<file path="src/rtl/spi_slave_regif.sv">
// spi_slave_regif: mode-0 SPI responder decoding command frames into register write strobes and read requests
module spi_slave_regif #(
    parameter int ADDR_WIDTH  = 3,
    parameter int DATA_WIDTH  = 8,
    parameter int SYNC_STAGES = 2
) (
    input  logic                  clk,
    input  logic                  rst_n,
    input  logic                  sclk,
    input  logic                  cs,
    input  logic                  mosi,
    output logic                  miso,
    output logic                  wr_vld,
    output logic [ADDR_WIDTH-1:0] wr_addr,
    output logic [DATA_WIDTH-1:0] wr_data,
    output logic                  rd_req,
    output logic [ADDR_WIDTH-1:0] rd_addr,
    input  logic [DATA_WIDTH-1:0] rd_data,
    output logic                  frame_err
);
    localparam int FW = 1 + ADDR_WIDTH + DATA_WIDTH;
    localparam int CW = $clog2(FW + 1);
    localparam logic [CW-1:0] LAST_CMD = CW'(ADDR_WIDTH);
    localparam logic [CW-1:0] LAST_BIT = CW'(FW - 1);

    typedef enum logic [2:0] {IDLE, CMD, W_DATA, R_LOAD, R_DATA, DONE} state_t;
    state_t state;

    logic [SYNC_STAGES-1:0] sclk_q, cs_q, mosi_q;
    logic                   sclk_d, cs_d;
    logic                   sclk_s, cs_s, mosi_s, rise, fall, cs_fall, cs_rise;
    logic [CW-1:0]          cnt;
    logic [ADDR_WIDTH-1:0]  cmd;
    logic [ADDR_WIDTH:0]    next_cmd;
    logic [DATA_WIDTH-2:0]  wsh;
    logic [DATA_WIDTH-1:0]  next_w, rsh;
    logic [1:0]             lph;

    assign sclk_s   = sclk_q[SYNC_STAGES-1];
    assign cs_s     = cs_q[SYNC_STAGES-1];
    assign mosi_s   = mosi_q[SYNC_STAGES-1];
    assign rise     = sclk_s & ~sclk_d;
    assign fall     = ~sclk_s & sclk_d;
    assign cs_fall  = ~cs_s & cs_d;
    assign cs_rise  = cs_s & ~cs_d;
    assign next_cmd = {cmd, mosi_s};
    assign next_w   = {wsh, mosi_s};

    // CS syncs from 0 so a CS held low through reset never produces a falling edge
    always_ff @(posedge clk or negedge rst_n) begin
        if (!rst_n) begin
            sclk_q <= '0;
            cs_q   <= '0;
            mosi_q <= '0;
            sclk_d <= 1'b0;
            cs_d   <= 1'b0;
        end else begin
            sclk_q <= {sclk_q[SYNC_STAGES-2:0], sclk};
            cs_q   <= {cs_q[SYNC_STAGES-2:0], cs};
            mosi_q <= {mosi_q[SYNC_STAGES-2:0], mosi};
            sclk_d <= sclk_s;
            cs_d   <= cs_s;
        end
    end

    always_ff @(posedge clk or negedge rst_n) begin
        if (!rst_n) begin
            state     <= IDLE;
            cnt       <= '0;
            cmd       <= '0;
            wsh       <= '0;
            rsh       <= '0;
            lph       <= '0;
            miso      <= 1'b0;
            wr_vld    <= 1'b0;
            wr_addr   <= '0;
            wr_data   <= '0;
            rd_req    <= 1'b0;
            rd_addr   <= '0;
            frame_err <= 1'b0;
        end else begin
            wr_vld    <= 1'b0;
            rd_req    <= 1'b0;
            frame_err <= 1'b0;
            case (state)
                IDLE: if (cs_fall) begin
                    state <= CMD;
                    cnt   <= '0;
                end
                CMD: if (cs_rise) begin
                    state     <= IDLE;
                    frame_err <= 1'b1;
                end else if (rise) begin
                    cnt <= cnt + 1'b1;
                    cmd <= next_cmd[ADDR_WIDTH-1:0];
                    if (cnt == LAST_CMD) begin
                        if (next_cmd[ADDR_WIDTH]) begin
                            state   <= R_LOAD;
                            rd_req  <= 1'b1;
                            rd_addr <= next_cmd[ADDR_WIDTH-1:0];
                            lph     <= '0;
                        end else begin
                            state <= W_DATA;
                        end
                    end
                end
                // final data edge beats a simultaneous CS rise
                W_DATA: if (rise && cnt == LAST_BIT) begin
                    wr_vld  <= 1'b1;
                    wr_addr <= cmd;
                    wr_data <= next_w;
                    state   <= DONE;
                end else if (cs_rise) begin
                    state     <= IDLE;
                    frame_err <= 1'b1;
                end else if (rise) begin
                    cnt <= cnt + 1'b1;
                    wsh <= next_w[DATA_WIDTH-2:0];
                end
                R_LOAD: if (cs_rise) begin
                    state     <= IDLE;
                    frame_err <= 1'b1;
                    miso      <= 1'b0;
                end else if (lph == 2'd0) begin
                    lph <= 2'd1;
                end else if (lph == 2'd1) begin
                    rsh <= rd_data;
                    lph <= 2'd2;
                end else if (fall) begin
                    miso  <= rsh[DATA_WIDTH-1];
                    rsh   <= {rsh[DATA_WIDTH-2:0], 1'b0};
                    state <= R_DATA;
                end
                R_DATA: if (cs_rise) begin
                    state     <= IDLE;
                    frame_err <= 1'b1;
                    miso      <= 1'b0;
                end else if (rise) begin
                    cnt <= cnt + 1'b1;
                    if (cnt == LAST_BIT) begin
                        state <= DONE;
                        miso  <= 1'b0;
                    end
                end else if (fall) begin
                    miso <= rsh[DATA_WIDTH-1];
                    rsh  <= {rsh[DATA_WIDTH-2:0], 1'b0};
                end
                DONE: begin
                    miso <= 1'b0;
                    if (cs_s) state <= IDLE;
                end
                default: state <= IDLE;
            endcase
        end
    end
endmodule

</file>
<file path="config.mk">
export PLATFORM = sky130hd
export DESIGN_NAME = spi_slave_regif
export DESIGN_NICKNAME = d
export VERILOG_FILES = /design/src/rtl/spi_slave_regif.sv
export SDC_FILE = /design/constraint.sdc
export NUM_CORES = 1
export LEC_CHECK = 0
export CAP_MARGIN = 20
export CORE_AREA = 10 10 78 97
export CTS_BUF_LIST = sky130_fd_sc_hd__clkbuf_8
export DETAILED_ROUTE_END_ITERATION = 12
export DIE_AREA = 0 0 88 107
export DONT_BUFFER_PORTS = 1
export PLACE_DENSITY = 0.54
export SLEW_MARGIN = 20
export SYNTH_ARGS = -nofsm -noshare
export SYNTH_HDL_FRONTEND = slang
export SYNTH_SLANG_ARGS = --single-unit
</file>
<file path="constraint.sdc">
create_clock -name clk -period 5.1 [get_ports clk]
set_input_delay 0.51 -clock clk [delete_from_list [all_inputs] [get_ports clk]]
set_output_delay 0.51 -clock clk [all_outputs]
set_load 0.03 [all_outputs]
</file>
==> results of run 1 <==
## final cells by class
type / instances / area (sq um) / share of cell area, %
flip-flops and latches: 53 / 1326 / 50.45
multi-input cells: 129 / 1069 / 40.65
well taps: 66 / 82.58 / 3.141
clock buffers: 5 / 68.82 / 2.618
inverters: 9 / 33.78 / 1.285
repair buffers: 1 / 27.53 / 1.047
clock inverters: 3 / 21.27 / 0.8091
## synth_stat cells (2+ instances only)
cell | count | area share [%]
a211o_1 | 2 | 0.70
a21oi_1 | 7 | 1.4
a22o_1 | 2 | 0.70
a2bb2oi_1 | 7 | 2.5
a31oi_1 | 4 | 1.0
buf_2 | 2 | 0.40
buf_4 | 2 | 0.60
buf_6 | 2 | 0.90
dfrtp_1 | 53 | 53
inv_1 | 8 | 1.2
mux2_2 | 13 | 5.9
mux2_4 | 8 | 4.8
nand2_1 | 17 | 2.6
nand2b_1 | 7 | 1.8
nand3_1 | 3 | 0.60
nand3b_1 | 2 | 0.60
nand4_4 | 2 | 1.7
nor2_1 | 7 | 1.1
nor2b_1 | 2 | 0.50
o21ai_0 | 5 | 1.0
o22ai_1 | 8 | 2.0
o32a_1 | 2 | 0.80
## how the worst min path moves through the flow
stage,startpoint,slack [ns],cells after the start,endpoint
after floorplan,rst_n,0.21,0,cmd[0]
after global placement,rst_n,0.22,0,cnt[0]
after detailed placement,rst_n,0.22,0,cnt[0]
after CTS,rst_n,0.05,1,wr_data[5]
after global routing,rst_n,0.05,1,wr_addr[2]
final,rst_n,0.04,1,wsh[4]
## kinds of logic after synthesis
| kind of cell | synth area share, % |
|---|---|
| flops | 53.27 |
| mux | 11.11 |
| xor+xnor | 0.3518 |
| compound gates | 15.68 |
| buf+inv | 3.819 |
| simple gates | 15.28 |
| fa+ha+maj | 0.5024 |
## through the flow
| stage | hold slack [ns] | cell area, sq um | worst slack, ns | total power [mW] | utilization [%] |
|---|---|---|---|---|---|
| after floorplan | 0.2144 | 2490 | 3.399 | 0.8487 | - |
| after CTS | 0.04789 | 2629 | 2.998 | 1.144 | 46.10 |
| after global routing | 0.04539 | 2629 | 2.800 | 1.209 | 46.10 |
| final | 0.03724 | 2629 | 2.975 | 1.135 | 46.10 |
| after detailed placement | 0.2171 | 2511 | 3.007 | 0.8910 | 44.04 |
| after global placement | 0.2172 | 2511 | 3.135 | 0.8719 | 44.04 |
## power by group through the flow
| stage | combinational (mW) | sequential, mW | clock (mW) |
|---|---|---|---|
| 2_1_floorplan | 0.302 | 0.547 | 0 |
| 3_3_place_gp | 0.271 | 0.601 | 0 |
| 3_5_place_dp | 0.284 | 0.607 | 0 |
| 4_1_cts | 0.297 | 0.598 | 0.249 |
| 5_1_grt | 0.333 | 0.612 | 0.264 |
| 6_report | 0.295 | 0.600 | 0.240 |
## layer usage
layer / vias up / track usage [%]
met3: 4 / 4.242
li1: 722 / -
met1: 734 / 11.24
met4: 0 / 2.740
met2: 33 / 17.03
met5: - / 0
## worst reg2reg max path, cell delays in order, from the launching register on
cell       delay [ns]
dfrtp_1          0.91
nand3b_1         0.28
o32a_1           0.27
nor2_4           0.21
o21a_4           0.22
a2bb2oi_1        0.16
## state kept, by name, indices dropped and copies added (netlist names), 2 cells and up
register,count
wsh,7
sclk_q,2
state,3
lph,2
wr_data,8
cnt,4
rd_addr,3
mosi_q,2
rsh,8
wr_addr,3
cs_q,2
cmd,3
==> results.json, run 1 <==
{
  "status": "finished clean",
  "avgSynthCellArea_sq_um": 12.58,
  "instances_no_fill": 266,
  "max_slew_margin_pct": 43.65,
  "critPathLaunchType": "register",
  "ys_seq_area_share_pct": 53.27,
  "syn_inst": 198,
  "die-area_sq_um": 9416,
  "critPathBufInv": 0,
  "vias": 1493,
  "fp.dieH_um": 107,
  "synth_seq_cells": 53,
  "crit_path_cell_trace": "nand3b_1, o32a_1, nor2_4, o21a_4, a2bb2oi_1",
  "ant_nets": 0,
  "netlist_area_sq_um": 2490,
  "numCtsBuffers": 5,
  "ys_types": 55,
  "clkTransAtPathRegs_ns": 0.10,
  "final_common_cell": "dfrtp_1",
  "skew_ns": 0.009443,
  "crit_arrival_ns": 2.36,
  "cts_resized": 0,
  "switching_share_pct": 36.76,
  "drt_iter0_markers": 114,
  "htreeDepth": 2,
  "synthArstFlopShare_pct": 100.0,
  "fin_crit_ns": 2.125,
  "path_max_fanout": 23,
  "criticalPathCategory": "register to register",
  "drive_gt1_share_pct": 23.50,
  "setup_viol": 0,
  "die-width_um": 88,
  "met2_length_um": 2264,
  "clk_latency_ns": 0.31,
  "ys_warn_count": 0,
  "fin_crit_sh_pct": 41.66,
  "highest_layer": "met4",
  "max_stage_delay_ns": 0.91,
  "final_cell_mix": "53 x dfrtp_1, 17 x nand2_1, 13 x mux2_2",
  "dp_hpwl_um": 3317,
  "routedWlPerCell_um": 17.48,
  "grt_start_max_net_pins": 54,
  "internal_power_mw": 0.7180,
  "endpoint_kind": "register",
  "synth_fp_nets": 212,
  "fillers": 524,
  "clockRootBuffer": "clkbuf_8",
  "cts_setup_buffers": 0,
  "share_seq_of_total_power_pct": 52.9,
  "m1WireLength_um": 1984,
  "syn_to_final_growth_pct": 5.578,
  "slew_violations": 0,
  "clkPwrFrac_pct": 21.2,
  "cts_max_path_buffers": 2,
  "gp_congestion": 0.8080,
  "tightest_slew_ns": 0.8453,
  "grt_overflow": 0,
  "grt_pass1_wl_um": 7638,
  "nets": 213,
  "start_util_pct": 43.67,
  "clock_sinks": 53,
  "hold_buffers": 1,
  "power.density_nw_per_um2": 431.9,
  "max_cap_violations": 0,
  "p_comb_share_pct": 26.0,
  "antenna_found_initial": 0,
  "diodes": 0,
  "r2r_start": "state[0]",
  "ys.flop_type": "dfrtp_1",
  "cts_tree": "built",
  "coreArea_sq_um": 5702,
  "synth_edf_count": 0,
  "cp_slowest_cell": "dfrtp_1",
  "io_buffer_count": 0,
  "finalHoldViolCount": 0,
  "switchingPower_mw": 0.4174,
  "num_rows": 31,
  "grt_usage_pct": 10.07,
  "wl_met3_um": 362,
  "reg2reg_to": "rsh[5]",
  "min_path_type": "input port to async pin",
  "first_global_vias": 1544,
  "cp.depth": 5,
  "io_pins": 31,
  "drt-total-wl_um": 4650,
  "dp.cells": 257,
  "p_leak_nw": 1.269,
  "fmax_mhz": 470.7,
  "cp.required_ns": 5.33,
  "ff2ff_path_depth": 5,
  "ir_worst_vdd_mv": 0.1883,
  "remaining_drc_errors": 0,
  "crit_start": "state[0]",
  "drt_first_pass_iters": 4,
  "crit_end": "rsh[5]",
  "r2r_setup_slack_ns": 2.98,
  "rsz0062_at_grt": "no",
  "vias_per_cell": 5.613,
  "cpLargestDelayFamily": "flip-flops",
  "setup_tns_ns": 0
}
Note: power is estimated with default switching activity, not from simulation.
==> run 2: changes to the inputs <==
- clock period: 5.1 -> 2.05 ns (I/O delays scaled with it)
==> run 2 against run 1 <==
Net effect: global-route usage up 0.40 points; power grew to 2.6 times the previous value; first-iteration DRC count fell by 38%; clock skew decreased by 0.0037 ns; largest cell class unchanged; die area is the same; combinational power increased to 2.9 times the previous value; final cell count grew 4.1%; critical path type unchanged; sequential power up 140%; flip-flop and latch count is the same; core utilization grew 1.7 points; via count increased by 4.0%.
==> results.json, run 2 (same netlist as run 1, synthesis figures left out) <==
{
  "fmax_mhz": 550.9,
  "endpoint_kind": "register",
  "drt_iter0_markers": 71,
  "max_cap_violations": 0,
  "io_buffer_count": 0,
  "fin_hold_ws_ns": 0.04050,
  "fin_crit_sh_pct": 88.55,
  "cts_max_path_buffers": 2,
  "remaining_drc_errors": 0,
  "fin_crit_ns": 1.815,
  "critPathLaunchType": "register",
  "syn_to_final_growth_pct": 9.497,
  "drt-total-wl_um": 4714,
  "status": "finished clean",
  "ir_worst_vdd_mv": 0.4488,
  "cts_setup_buffers": 0,
  "rsz0062_at_grt": "no",
  "nets": 224,
  "cts_tree": "built",
  "routedWlPerCell_um": 17.02,
  "multi_input_comb_area_sq_um": 1069,
  "setup_viol": 0,
  "grt_start_max_net_pins": 54,
  "clock_sinks": 53,
  "dp_hpwl_um": 3469,
  "path_max_fanout": 13,
  "finalPower_mw": 2.906,
  "die-width_um": 88,
  "pre_cts_slack_ns": 0.2004,
  "clk_latency_ns": 0.31,
  "finalWorstSetupSlack_ns": 0.2347,
  "first_global_vias": 1692,
  "antenna_found_initial": 0,
  "criticalPathCategory": "register to register",
  "skew_ns": 0.005727,
  "setup_tns_ns": 0,
  "top_regs": "rsh x8, wr_data x8, wsh x7",
  "clockRootBuffer": "clkbuf_8",
  "htreeDepth": 2,
  "vias_per_cell": 5.606,
  "grt_usage_pct": 10.47,
  "finalHoldViolCount": 0,
  "power.density_nw_per_um2": 1066,
  "cp.required_ns": 2.25,
  "io_pins": 31,
  "max_slew_margin_pct": 69.86,
  "grt_overflow": 0,
  "clkTransAtPathRegs_ns": 0.10,
  "final_cell_area_sq_um": 2726,
  "num_rows": 31,
  "numCtsBuffers": 5,
  "grt_pass1_wl_um": 8066,
  "final_common_cell": "dfrtp_1",
  "fillers": 522,
  "vias": 1553,
  "gp_congestion": 0.7695,
  "dpl_cell_area_sq_um": 2564,
  "min_path_type": "input port to register",
  "drt_first_pass_iters": 4,
  "coreArea_sq_um": 5702,
  "start_util_pct": 43.67,
  "slew_violations": 0,
  "p_leak_nw": 1.318,
  "fp.dieH_um": 107,
  "crit_arrival_ns": 2.02,
  "drive_gt1_share_pct": 26.07,
  "diodes": 0,
  "tightest_slew_ns": 0.4511,
  "final_cell_mix": "52 x dfrtp_1, 17 x nand2_1, 13 x mux2_2",
  "regArea_sq_um": 1328,
  "ant_nets": 0,
  "die-area_sq_um": 9416
}
[run 2: layer usage]
metal | share of wire [%] | GRT usage (%)
met1 | 41 | 11.74
met2 | 51 | 17.81
met3 | 6.5 | 4.015
met4 | 1.3 | 3.082
met5 | 0 | 0
[run 2: final cells by class]
class,instances,share of cell area (%)
repair buffers,12,4.406
flip-flops and latches,53,48.69
clock inverters,3,0.9179
inverters,9,1.239
multi-input cells,129,39.19
well taps,66,3.029
clock buffers,5,2.524
[run 2: metrics by stage]
stage,instances,utilization (%)
floorplan,198,-
global placement,264,44.96
detailed placement,264,44.96
CTS,277,47.79
global route,277,47.82
finish,277,47.82
[run 2: critical path, cell delays in order (launching register included)]
cell      delay [ns]
dfrtp_1         0.43
ha_1            0.29
nand3b_4        0.13
or2_4           0.27
nand2b_4        0.25
mux2_4          0.34
[run 2: worst paths after layout]
check                            from    endpoint  slack (ns)  cells after the start
setup / recovery               cnt[0]  wr_addr[0]        0.23                      5
hold / removal             rd_data[0]      rsh[0]        0.04                      2
setup reg to reg               cnt[0]  wr_addr[0]        0.23                      5
hold reg to reg               cs_q[0]     cs_q[1]        0.36                      0
max in group asynchronous       rst_n    state[2]        1.41                      2
min in group asynchronous       rst_n  wr_data[5]        0.41                      2
[run 2: timing repair]
action,in CTS,in global routing
hold buffers,5,0
hold endpoints to repair,56,0
resized for setup,0,1
setup endpoints to repair,0,6
[run 2: where the power goes]
group | total, mW | internal (mW) | leakage, nW | switching [mW]
clock | 0.609 | 0.250 | 0.0452 | 0.359
sequential | 1.45 | 1.20 | 0.701 | 0.246
combinational | 0.851 | 0.398 | 0.572 | 0.453
==> run 3: changes to the inputs <==
- GPL_TIMING_DRIVEN: unset -> 0
- SLEW_MARGIN: 20 -> unset
==> run 3 against run 2 <==
Net effect: sequential power decreased by 4%; non-clock buffer count unchanged; core utilization is 0.13 points higher.
==> results.json, run 3 (same netlist as run 1, synthesis figures left out) <==
{
  "remaining_drc_errors": 0,
  "met2_length_um": 2502,
  "clockRootBuffer": "clkbuf_8",
  "nets": 224,
  "cp.required_ns": 2.25,
  "diodes": 0,
  "finalHoldViolCount": 0,
  "pre_cts_slack_ns": 0.1768,
  "io_pins": 31,
  "htreeDepth": 2,
  "first_global_vias": 1626,
  "fmax_mhz": 532.7,
  "m1WireLength_um": 1945,
  "drt_iter0_markers": 93,
  "max_cap_violations": 0,
  "grt_usage_pct": 10.60,
  "clk_latency_ns": 0.30,
  "finalWorstSetupSlack_ns": 0.1727,
  "reg2reg_to": "wr_data[7]",
  "endpoint_kind": "register",
  "fp.dieH_um": 107,
  "slew_violations": 0,
  "grt_overflow": 0,
  "antenna_found_initial": 0,
  "finalPower_mw": 2.910,
  "drt-total-wl_um": 4765,
  "clkTransAtPathRegs_ns": 0.10,
  "crit_path_cell_trace": "ha_1, nand3b_4, or2_4, nand2b_4, buf_6, mux2_4",
  "routedWlPerCell_um": 17.20,
  "r2r_start": "cnt[0]",
  "crit_arrival_ns": 2.07,
  "max_stage_delay_ns": 0.44,
  "cts_tree": "built",
  "dp_hpwl_um": 3534,
  "wl_met3_um": 276,
  "start_util_pct": 43.67,
  "final_cell_mix": "53 x dfrtp_1, 17 x nand2_1, 13 x mux2_2",
  "top_regs": "rsh x8, wr_data x8, wsh x7",
  "cp_slowest_cell": "dfrtp_1",
  "clock_sinks": 53,
  "ant_nets": 0,
  "critPathLaunchType": "register",
  "vias": 1568,
  "dpl_cell_area_sq_um": 2572,
  "numCtsBuffers": 5,
  "grt_pass1_wl_um": 8093,
  "r2r_setup_slack_ns": 0.17,
  "criticalPathCategory": "register to register",
  "fin_crit_sh_pct": 91.57,
  "skew_ns": 0.01031,
  "crit_start": "cnt[0]",
  "gp_congestion": 0.8122,
  "fin_crit_ns": 1.877,
  "drt_first_pass_iters": 4,
  "cts_max_path_buffers": 2,
  "drive_gt1_share_pct": 25.59,
  "crit_end": "wr_data[7]",
  "final_cell_area_sq_um": 2734,
  "highest_layer": "met4",
  "min_path_type": "input port to register",
  "die-width_um": 88,
  "status": "finished clean",
  "ff2ff_path_depth": 6,
  "fillers": 525,
  "tightest_slew_ns": 0.4270,
  "setup_viol": 0,
  "syn_to_final_growth_pct": 9.799,
  "num_rows": 31,
  "setup_tns_ns": 0,
  "ir_worst_vdd_mv": 0.5230,
  "post-route-util_pct": 47.95,
  "grt_start_max_net_pins": 54,
  "coreArea_sq_um": 5702,
  "final_common_cell": "dfrtp_1",
  "io_buffer_count": 0,
  "power.density_nw_per_um2": 1064,
  "path_max_fanout": 10,
  "max_slew_margin_pct": 71.47,
  "vias_per_cell": 5.661,
  "rsz0062_at_grt": "no",
  "p_leak_nw": 1.325,
  "die-area_sq_um": 9416
}
==> run 3: cell types whose count changed in the layout (fill, tap and decap cells not counted) <==
cell	previous run	this run
buf_2	0	2
buf_4	7	2
dfrtp_2	1	0
clkbuf_8	5	6
buf_6	0	2
dfrtp_1	52	53
==> run 3: metrics by stage <==
stage	hold slack, ns	std cells
after floorplan	-0.09059	198
after global placement	-0.08803	264
after detailed placement	-0.08776	264
after CTS	0.05019	277
after global routing	0.05565	277
final	0.06049	277
==> run 3: per-layer routing <==
layer | vias to the layer above | global-route usage (%)
met5 | - | 0
met4 | 0 | 4.110
met3 | 2 | 3.106
met2 | 28 | 17.81
met1 | 793 | 12.27
li1 | 745 | -
==> run 3: where the power goes <==
part / switching [mW] / leakage (nW) / internal [mW]
Combinational: 0.516 / 0.577 / 0.405
Clock: 0.352 / 0.0452 / 0.249
Sequential: 0.187 / 0.703 / 1.20
Total: 1.05 / 1.32 / 1.85
==> run 3: worst max-delay path, delay by kind of cell, from the launching register on <==
family	cells	cell delay [ns]
flip-flops	1	0.44
multiplexers	1	0.30
buffers and inverters	1	0.17
adder cells (fa/ha/maj)	1	0.30
AND/OR/NAND/NOR	3	0.56
==> run 3: timing repair <==
action                                  CTS  global route
resized for setup                         0             0
hold buffers                              5             0
endpoints found under the setup margin    0             0
setup buffers                             0             0
hold endpoints to repair                 56             0
==> run 3: final cells by class <==
cell class / count / area, sq um / area share, %
inverters: 9 / 33.78 / 1.236
repair buffers: 5 / 67.56 / 2.471
clock inverters: 3 / 25.02 / 0.9153
clock buffers: 5 / 68.82 / 2.517
multi-input cells: 129 / 1069 / 39.08
flip-flops and latches: 53 / 1326 / 48.51
plain buffers: 7 / 61.31 / 2.243
well taps: 66 / 82.58 / 3.021
==> run 3: worst min path at each step <==
stage          cells after the start  slack [ns]       start  endpoint
3_5_place_dp                       0       -0.09       rst_n    cnt[1]
4_1_cts                            2        0.05  rd_data[0]    rsh[0]
6_report                           2        0.06  rd_data[0]    rsh[0]
5_1_grt                            2        0.06  rd_data[0]    rsh[0]
3_3_place_gp                       0       -0.09       rst_n    cnt[0]
2_1_floorplan                      0       -0.09       rst_n    cmd[0]
